$ cat src/rtl/window_gen3x3_pkg.sv
// Shared constants for the 3x3 window generator: kernel size, window slot
// indices (row-major, TL at slot 0) and a slice extractor for packed windows.
package win_pkg;

  localparam int KERNEL = 3;
  localparam int WIN_N  = KERNEL * KERNEL;

  localparam int TL = 0;
  localparam int TC = 1;
  localparam int TR = 2;
  localparam int ML = 3;
  localparam int MC = 4;
  localparam int MR = 5;
  localparam int BL = 6;
  localparam int BC = 7;
  localparam int BR = 8;

  // Widest sample the slice helper can return.
  localparam int SLICE_MAX_W = 32;

  // Extract slot k of a packed window whose samples are data_w bits wide.
  function automatic logic [SLICE_MAX_W-1:0] win_slice(
    input logic [WIN_N*SLICE_MAX_W-1:0] win,
    input int unsigned                  data_w,
    input int unsigned                  k
  );
    logic [WIN_N*SLICE_MAX_W-1:0] shifted;
    logic [SLICE_MAX_W-1:0]       mask;
    mask    = '1;
    mask    = mask >> (SLICE_MAX_W - data_w);
    shifted = win >> (k * data_w);
    return shifted[SLICE_MAX_W-1:0] & mask;
  endfunction

endpackage

$ cat src/rtl/window_gen3x3_if.sv
// Pixel-in / window-out bundle of the 3x3 window generator.
// master = stream source and window consumer, slave = the generator.
interface window_gen3x3_if
  import win_pkg::*;
#(
  parameter int DATA_W     = 8,
  parameter int MAX_WIDTH  = 128,
  parameter int MAX_HEIGHT = 128
);
  localparam int CW = $clog2(MAX_WIDTH + 1);
  localparam int RW = $clog2(MAX_HEIGHT + 1);

  logic                    sof;
  logic                    in_valid;
  logic [DATA_W-1:0]       pixel_in;
  logic [CW-1:0]           stage_width;
  logic [RW-1:0]           stage_height;
  logic                    stride2;

  logic                    win_valid;
  logic [WIN_N*DATA_W-1:0] win_data;
  logic                    win_eol;
  logic                    win_eof;
  logic                    cfg_err;

  modport master (
    output sof, in_valid, pixel_in, stage_width, stage_height, stride2,
    input  win_valid, win_data, win_eol, win_eof, cfg_err
  );

  modport slave (
    input  sof, in_valid, pixel_in, stage_width, stage_height, stride2,
    output win_valid, win_data, win_eol, win_eof, cfg_err
  );

endinterface

$ cat src/rtl/window_gen3x3_line_buffer.sv
// One circular row buffer: combinational read at ptr, write of din at the
// same ptr on en, so dout is the sample stored one row earlier at this column.
module line_buffer #(
  parameter int  DATA_W = 8,
  parameter int  DEPTH  = 128,
  localparam int PW     = (DEPTH > 1) ? $clog2(DEPTH) : 1
) (
  input  logic              clk,
  input  logic              rst_n,
  input  logic              en,
  input  logic [PW-1:0]     ptr,
  input  logic [DATA_W-1:0] din,
  output logic [DATA_W-1:0] dout
);

  logic [DATA_W-1:0] mem_q [DEPTH];

  assign dout = mem_q[ptr];

  // Storage: cleared on reset, written in place when a pixel is accepted.
  always_ff @(posedge clk or negedge rst_n) begin
    if (!rst_n) begin
      for (int i = 0; i < DEPTH; i++) begin
        mem_q[i] <= '0;
      end
    end else if (en) begin
      mem_q[ptr] <= din;
    end
  end

endmodule

$ cat src/rtl/window_gen3x3.sv
// 3x3 sliding-window generator over a raster pixel stream with stride 1/2,
// per-frame dimension capture, end-of-row/frame markers and config error flag.
module window_gen3x3
  import win_pkg::*;
#(
  parameter int  DATA_W     = 8,
  parameter int  MAX_WIDTH  = 128,
  parameter int  MAX_HEIGHT = 128,
  localparam int CW         = $clog2(MAX_WIDTH + 1),
  localparam int RW         = $clog2(MAX_HEIGHT + 1),
  localparam int PW         = (MAX_WIDTH > 1) ? $clog2(MAX_WIDTH) : 1
) (
  input  logic           clk,
  input  logic           rst_n,
  window_gen3x3_if.slave bus
);

  // Frame configuration and raster position.
  logic [CW-1:0] width_q,  width_d;
  logic [RW-1:0] height_q, height_d;
  logic          stride2_q, stride2_d;
  logic          active_q,  active_d;
  logic          cfg_err_q, cfg_err_d;
  logic [CW-1:0] col_q, col_d;
  logic [RW-1:0] row_q, row_d;

  // Two most recent columns of the window (row 0 = oldest line).
  logic [DATA_W-1:0] tap_q [KERNEL][KERNEL-1];
  logic [DATA_W-1:0] tap_d [KERNEL][KERNEL-1];

  // Registered window outputs.
  logic                    win_valid_q, win_valid_d;
  logic                    win_eol_q,   win_eol_d;
  logic                    win_eof_q,   win_eof_d;
  logic [WIN_N*DATA_W-1:0] win_data_q,  win_data_d;

  // Per-cycle view of the incoming pixel.
  logic                    legal, start, accept, eligible;
  logic [CW-1:0]           width_eff, col_pos, last_col, elig_col;
  logic [RW-1:0]           height_eff, row_pos, last_row, elig_row;
  logic                    stride_eff, col_end, row_end;
  logic [DATA_W-1:0]       lb1_dout, lb2_dout;
  logic [DATA_W-1:0]       new_col [KERNEL];
  logic [WIN_N*DATA_W-1:0] win_now;

  // LB1 holds the previous row; LB2 receives what LB1 drops (row before that).
  line_buffer #(.DATA_W(DATA_W), .DEPTH(MAX_WIDTH)) u_lb1 (
    .clk  (clk),
    .rst_n(rst_n),
    .en   (accept),
    .ptr  (col_pos[PW-1:0]),
    .din  (bus.pixel_in),
    .dout (lb1_dout)
  );

  line_buffer #(.DATA_W(DATA_W), .DEPTH(MAX_WIDTH)) u_lb2 (
    .clk  (clk),
    .rst_n(rst_n),
    .en   (accept),
    .ptr  (col_pos[PW-1:0]),
    .din  (lb1_dout),
    .dout (lb2_dout)
  );

  // Acceptance, position, eligibility and the candidate window for this pixel.
  always_comb begin
    legal = (bus.stage_width  >= CW'(KERNEL)) && (bus.stage_width  <= CW'(MAX_WIDTH)) &&
            (bus.stage_height >= RW'(KERNEL)) && (bus.stage_height <= RW'(MAX_HEIGHT));
    start  = bus.in_valid && bus.sof;
    accept = bus.in_valid && (bus.sof ? legal : active_q);

    // A sof pixel is evaluated against the configuration it brings along.
    width_eff  = bus.sof ? bus.stage_width  : width_q;
    height_eff = bus.sof ? bus.stage_height : height_q;
    stride_eff = bus.sof ? bus.stride2      : stride2_q;
    col_pos    = bus.sof ? '0 : col_q;
    row_pos    = bus.sof ? '0 : row_q;

    last_col = width_eff  - CW'(1);
    last_row = height_eff - RW'(1);
    // With stride 2 the last window sits on the last even index.
    elig_col = (stride_eff && last_col[0]) ? last_col - CW'(1) : last_col;
    elig_row = (stride_eff && last_row[0]) ? last_row - RW'(1) : last_row;
    col_end  = (col_pos == last_col);
    row_end  = (row_pos == last_row);

    eligible = (row_pos >= RW'(2)) && (col_pos >= CW'(2)) &&
               (!stride_eff || (!row_pos[0] && !col_pos[0]));

    new_col[0] = lb2_dout;
    new_col[1] = lb1_dout;
    new_col[2] = bus.pixel_in;

    win_now = '0;
    win_now[TL*DATA_W +: DATA_W] = tap_q[0][0];
    win_now[TC*DATA_W +: DATA_W] = tap_q[0][1];
    win_now[TR*DATA_W +: DATA_W] = new_col[0];
    win_now[ML*DATA_W +: DATA_W] = tap_q[1][0];
    win_now[MC*DATA_W +: DATA_W] = tap_q[1][1];
    win_now[MR*DATA_W +: DATA_W] = new_col[1];
    win_now[BL*DATA_W +: DATA_W] = tap_q[2][0];
    win_now[BC*DATA_W +: DATA_W] = tap_q[2][1];
    win_now[BR*DATA_W +: DATA_W] = new_col[2];
  end

  // Next state: config capture on sof, raster advance and window emission.
  always_comb begin
    width_d     = width_q;
    height_d    = height_q;
    stride2_d   = stride2_q;
    active_d    = active_q;
    cfg_err_d   = cfg_err_q;
    col_d       = col_q;
    row_d       = row_q;
    tap_d       = tap_q;
    win_valid_d = 1'b0;
    win_eol_d   = 1'b0;
    win_eof_d   = 1'b0;
    win_data_d  = win_data_q;

    if (start) begin
      cfg_err_d = !legal;
      active_d  = legal;
      if (legal) begin
        width_d   = bus.stage_width;
        height_d  = bus.stage_height;
        stride2_d = bus.stride2;
      end
    end

    if (accept) begin
      for (int r = 0; r < KERNEL; r++) begin
        tap_d[r][0] = tap_q[r][1];
        tap_d[r][1] = new_col[r];
      end

      if (col_end && row_end) begin
        col_d    = '0;
        row_d    = '0;
        active_d = 1'b0;
      end else if (col_end) begin
        col_d = '0;
        row_d = row_pos + RW'(1);
      end else begin
        col_d = col_pos + CW'(1);
        row_d = row_pos;
      end

      if (eligible) begin
        win_valid_d = 1'b1;
        win_data_d  = win_now;
        win_eol_d   = (col_pos == elig_col);
        win_eof_d   = (col_pos == elig_col) && (row_pos == elig_row);
      end
    end
  end

  // State and output registers.
  always_ff @(posedge clk or negedge rst_n) begin
    if (!rst_n) begin
      width_q     <= '0;
      height_q    <= '0;
      stride2_q   <= 1'b0;
      active_q    <= 1'b0;
      cfg_err_q   <= 1'b0;
      col_q       <= '0;
      row_q       <= '0;
      win_valid_q <= 1'b0;
      win_eol_q   <= 1'b0;
      win_eof_q   <= 1'b0;
      win_data_q  <= '0;
      for (int r = 0; r < KERNEL; r++) begin
        for (int c = 0; c < KERNEL - 1; c++) begin
          tap_q[r][c] <= '0;
        end
      end
    end else begin
      width_q     <= width_d;
      height_q    <= height_d;
      stride2_q   <= stride2_d;
      active_q    <= active_d;
      cfg_err_q   <= cfg_err_d;
      col_q       <= col_d;
      row_q       <= row_d;
      win_valid_q <= win_valid_d;
      win_eol_q   <= win_eol_d;
      win_eof_q   <= win_eof_d;
      win_data_q  <= win_data_d;
      tap_q       <= tap_d;
    end
  end

  assign bus.win_valid = win_valid_q;
  assign bus.win_data  = win_data_q;
  assign bus.win_eol   = win_eol_q;
  assign bus.win_eof   = win_eof_q;
  assign bus.cfg_err   = cfg_err_q;

endmodule

$ cat src/flat_wrapper.sv
// flat-port wrapper written by rule: the top's interface ports become plain ports
module window_gen3x3_flat import win_pkg::*;
#(
  parameter int  DATA_W     = 8,
  parameter int  MAX_WIDTH  = 128,
  parameter int  MAX_HEIGHT = 128,
  localparam int CW         = $clog2(MAX_WIDTH + 1),
  localparam int RW         = $clog2(MAX_HEIGHT + 1),
  localparam int PW         = (MAX_WIDTH > 1) ? $clog2(MAX_WIDTH) : 1
)
  (clk, rst_n, bus_sof, bus_in_valid, bus_pixel_in, bus_stage_width, bus_stage_height, bus_stride2, bus_win_valid, bus_win_data, bus_win_eol, bus_win_eof, bus_cfg_err);
  window_gen3x3_if #(.DATA_W(DATA_W), .MAX_WIDTH(MAX_WIDTH), .MAX_HEIGHT(MAX_HEIGHT)) bus_i ();
  input  logic clk;
  input  logic rst_n;
  input wire logic [$bits(bus_i.sof)-1:0] bus_sof;
  input wire logic [$bits(bus_i.in_valid)-1:0] bus_in_valid;
  input wire logic [$bits(bus_i.pixel_in)-1:0] bus_pixel_in;
  input wire logic [$bits(bus_i.stage_width)-1:0] bus_stage_width;
  input wire logic [$bits(bus_i.stage_height)-1:0] bus_stage_height;
  input wire logic [$bits(bus_i.stride2)-1:0] bus_stride2;
  output wire logic [$bits(bus_i.win_valid)-1:0] bus_win_valid;
  output wire logic [$bits(bus_i.win_data)-1:0] bus_win_data;
  output wire logic [$bits(bus_i.win_eol)-1:0] bus_win_eol;
  output wire logic [$bits(bus_i.win_eof)-1:0] bus_win_eof;
  output wire logic [$bits(bus_i.cfg_err)-1:0] bus_cfg_err;
  assign bus_i.sof = bus_sof;
  assign bus_i.in_valid = bus_in_valid;
  assign bus_i.pixel_in = bus_pixel_in;
  assign bus_i.stage_width = bus_stage_width;
  assign bus_i.stage_height = bus_stage_height;
  assign bus_i.stride2 = bus_stride2;
  assign bus_win_valid = bus_i.win_valid;
  assign bus_win_data = bus_i.win_data;
  assign bus_win_eol = bus_i.win_eol;
  assign bus_win_eof = bus_i.win_eof;
  assign bus_cfg_err = bus_i.cfg_err;
  window_gen3x3 #(.DATA_W(DATA_W), .MAX_WIDTH(MAX_WIDTH), .MAX_HEIGHT(MAX_HEIGHT)) u_core (.clk(clk), .rst_n(rst_n), .bus(bus_i));
endmodule
$ cat config.mk
export PLATFORM = sky130hd
export DESIGN_NAME = window_gen3x3_flat
export DESIGN_NICKNAME = d
export VERILOG_FILES = /design/src/rtl/window_gen3x3_pkg.sv /design/src/rtl/window_gen3x3_if.sv /design/src/rtl/window_gen3x3_line_buffer.sv /design/src/rtl/window_gen3x3.sv /design/src/flat_wrapper.sv
export SDC_FILE = /design/constraint.sdc
export NUM_CORES = 2
export LEC_CHECK = 0
export ABC_AREA = 1
export CAP_MARGIN = 20
export CELL_PAD_IN_SITES_DETAIL_PLACEMENT = 0
export CELL_PAD_IN_SITES_GLOBAL_PLACEMENT = 1
export CORE_UTILIZATION = 49
export CTS_BUF_LIST = sky130_fd_sc_hd__clkbuf_4 sky130_fd_sc_hd__clkbuf_8
export DETAILED_ROUTE_END_ITERATION = 6
export PLACE_DENSITY = 0.81
export SLEW_MARGIN = 20
export SYNTH_ARGS = -nofsm -noshare
export SYNTH_HDL_FRONTEND = slang
export SYNTH_SLANG_ARGS = --single-unit
$ cat constraint.sdc
create_clock -name clk -period 3.1 [get_ports clk]
set_input_delay 0.62 -clock clk [delete_from_list [all_inputs] [get_ports clk]]
set_output_delay 0.62 -clock clk [all_outputs]
set_load 0.03 [all_outputs]
==> summary.txt <==
Die height -> 466.4 um
Overall track demand over capacity in global routing -> 36.62%
Number of nets produced by synthesis -> 14400
Buffers and inverters on the worst path -> 7
Outcome -> complete, but fails checks
Clock latency on the worst-skew pair -> 1110 ps
Setup Viol. Count Final -> 372
Reg-to-reg slack, setup -> -140 ps
Cell-by-cell trace of the critical path -> inv_2 -> nor2_4 -> buf_12 -> buf_12 -> clkbuf_16 -> clkbuf_16 -> nand2_1 -> a21oi_1 -> o21ai_1 -> nand2_1 -> nand2_1 -> nand3_4 -> nor2_2 -> nand3_4 -> buf_12 -> clkbuf_16 -> nand2_1 -> nand2_1
Data arrival time of the worst path -> 4200 ps
Fraction of the yosys area taken by sequential cells -> 52.23%
Slew @ Worst Pin -> 771.0 ps
Worst path setup slack after routing -> -141.4 ps
Crit start category -> flip-flop
Final hold violation count -> 0
# rows -> 170
CTS clk-pin slew, worst paths -> 70 ps
Pin count of the biggest net entering global routing -> 128
Setup skew after layout -> 74.77 ps
Via count -> 100500
Reported max-cap violation count -> 0
Total leakage power -> 68.95 nW
Startpoint of the worst register-to-register path -> u_core.col_q[0]
Input/output buffers -> 104
Peak VDD IR -> 0.5519 mV
Initial Util -> 49.29%
Post-synth top flop -> dfrtp_1
Die Footprint -> 217600 um^2
Number of antenna violations at the first check in global routing -> 11
Endpoint required time on the critical path -> 4060 ps
Min-Delay Path Class -> input pin to async pin
CP peak stage delay -> 460 ps
Via density per instance -> 5.525
Via count of the first global-routing pass -> 96680
Power density normalized to cell area -> 640.2 nW/um^2
Boundary Pins -> 105
Most numerous cell on the critical path -> nand2_1
Horizontal extent of the die -> 466.4 um
Post-synth EDFFs -> 0
Wire length of the first global-routing pass -> 606800 um
Number of search-and-repair iterations in the first detailed-routing pass -> 7
Level count of the clock H-tree -> 5
Critical path start-end classification -> flip-flop to flip-flop
RSZ-0062 raised after global routing -> true
Initial drt markers -> 11400
Count of mapped cells out of synthesis -> 14360
Achievable frequency -> 308.5 MHz
Failing checks -> design-rule violations, negative setup slack
Number of pins with negative max-slew slack in the final report -> 0
Placed wire-length estimate -> 266300 um
Layout cells sized above 1 -> 13.72%
Num CTS Buffers -> 398
Clock Tree Buf Depth -> 4
Post-synthesis register bit count -> 2206
Worst slack after detailed placement -> -838.1 ps
Placed instance count -> 17460
Post-layout minimum cycle time -> 3241 ps
Post-synthesis async set-or-reset flop share -> 100.0%
Relative slew margins -> 48.60%
Top Family by Delay on Critical Path -> buffers and inverters
Filler instances -> 19710
Slowest cell on crit path -> dfrtp_2
Clock tree from TritonCTS -> yes
Core footprint -> 214400 um^2
Root Driver -> clkbuf_8
Reg2reg end -> u_core.u_lb2.mem_q[958]
Remaining global-route overflow -> 0
Fin nets -> 15100
Nature of the critical path endpoint -> flip-flop
Worst-case reg-to-reg path depth -> 18
Average instance area after synthesis -> 7.359 um^2
Highest net fanout along the worst path -> 16
Routed len/inst -> 22.26 um
Number of cells in the finished layout apart from fillers -> 18190
Clk sinks -> 2206
Synthesized cell area -> 105700 um^2
Warnings, synthesis -> 0
DRT antenna net count -> 0
Final estimated routing congestion in global placement -> 0.9636
Total wire length after detailed routing -> 404800 um
Share of the cycle needed by the critical path after routing -> 104.6%
Synth-to-Final Area Change -> 21.23%
Unique masters post-synth -> 34
Residual DRC count -> 1
==> per-stage QoR <==
step / power, mW / util [%] / TNS (ps) / hold WS (ps) / cell area, um^2
finish: 82.02 / 59.76 / -14270 / 151.9 / 128100
global placement: 50.91 / 55.20 / -708860 / 454.1 / 118400
global route: 84.48 / 59.75 / -54450 / 136.4 / 128100
detailed placement: 51.04 / 55.20 / -748080 / 458.3 / 118400
floorplan: 39.61 / - / 0 / 324.4 / 105700
CTS: 80.75 / 59.35 / -1933 / 88.78 / 127300
==> synthesized netlist by cell type, types with 3 or more instances <==
master,count,area (um^2)
nand2_1,7724,28990
dfrtp_1,2206,55200
o21ai_0,1197,5991
inv_1,581,2181
clkbuf_1,497,1866
o21ai_1,404,2022
nand3_1,385,1927
buf_2,342,1712
nor2_1,302,1134
o211ai_1,250,1877
a21oi_1,134,670.6
or2_2,70,437.9
buf_4,65,488.0
buf_1,59,221.5
inv_2,35,131.4
nand4_1,25,156.4
nor2_2,15,93.84
xor2_1,13,113.9
clkinv_1,10,37.54
nand3_2,10,100.1
ha_1,8,100.1
nand3b_1,4,30.03
nor2_4,4,45.04
nor3_1,4,20.02
o21a_1,4,30.03
xnor2_1,3,26.28
==> metal layers <==
layer	track usage [%]	share of wire [%]	vias up
met3	7.286	9.6	981
met4	17.59	5.3	10
met1	50.84	42	48640
met5	0	0.021	-
li1	-	-	46220
met2	54.92	44	4625
==> kinds of logic after synthesis <==
group	share of synthesized area [%]
adders and majority gates	0.09471
buffers and inverters	6.301
and+or+nand+nor	31.19
xor gates and xnor gates	0.1326
AOI/OAI and AO/OA	10.05
DFF	52.23
==> cell type report <==
class / instances / area, um^2 / area share, %
multi-input cells: 10570 / 44440 / 34.69
flip-flops and latches: 2206 / 55210 / 43.09
inverters: 626 / 2395 / 1.869
repair buffers: 1267 / 14220 / 11.10
clock inverters: 40 / 267.8 / 0.2090
diodes: 7 / 17.52 / 0.01367
clock buffers: 637 / 8023 / 6.262
well taps: 2838 / 3551 / 2.771
==> cell usage in the layout (no fill, tap or decap), types with 10 or more instances in the layout <==
cell / count
clkinv_2: 32
buf_16: 23
o21ai_0: 1187
o211ai_1: 250
nand2_4: 16
nand4_1: 25
inv_1: 572
clkbuf_8: 518
clkbuf_4: 119
nor2_4: 22
inv_2: 35
nand2_1: 7657
or2_2: 70
xor2_1: 13
a21oi_1: 124
clkinv_1: 10
dfrtp_1: 2204
o21ai_1: 410
clkdlybuf4s50_1: 102
buf_6: 15
nand3_1: 373
buf_12: 283
nor2_1: 278
buf_4: 819
inv_6: 11
nand2_2: 49
nor2_2: 21
nand3_2: 18
clkbuf_16: 19
==> report_power, final <==
part,switching (mW),total (mW),internal [mW]
Sequential,0.746,30.8,30.0
Combinational,15.0,22.3,7.32
Clock,12.5,28.9,16.4
Total,28.3,82.0,53.8
==> flip-flops by register name, summed over array words and instances (netlist names), 8 cells and up <==
| register | count |
|---|---|
| u_core.bus.win_data | 72 |
| u_core.col_q | 8 |
| u_core.height_q | 8 |
| u_core.row_q | 8 |
| u_core.tap_q | 48 |
| u_core.u_lb1.mem_q | 1024 |
| u_core.u_lb2.mem_q | 1024 |
| u_core.width_q | 8 |
==> how the worst max path moves through the flow <==
stage / start / endpoint / cells past startpoint
after floorplan: bus_sof / u_core.bus.win_data[63] / 16
after global placement: bus_sof / u_core.u_lb2.mem_q[574] / 18
after detailed placement: bus_sof / u_core.u_lb2.mem_q[622] / 18
after CTS: u_core.col_q[0] / u_core.u_lb2.mem_q[446] / 19
after global routing: u_core.col_q[0] / u_core.u_lb2.mem_q[665] / 23
final: u_core.col_q[0] / u_core.u_lb2.mem_q[958] / 18
==> timing repair <==
action / CTS / global route
pin swaps: 8 / 5
resized for setup: 76 / 95
setup endpoints to repair: 1000 / 1045
buffers inserted: 7 / 4
cloned: 7 / 20
hold buffers: 1 / 0
endpoints found under the hold margin: 271 / 0
(Power assumes the default switching activity.)
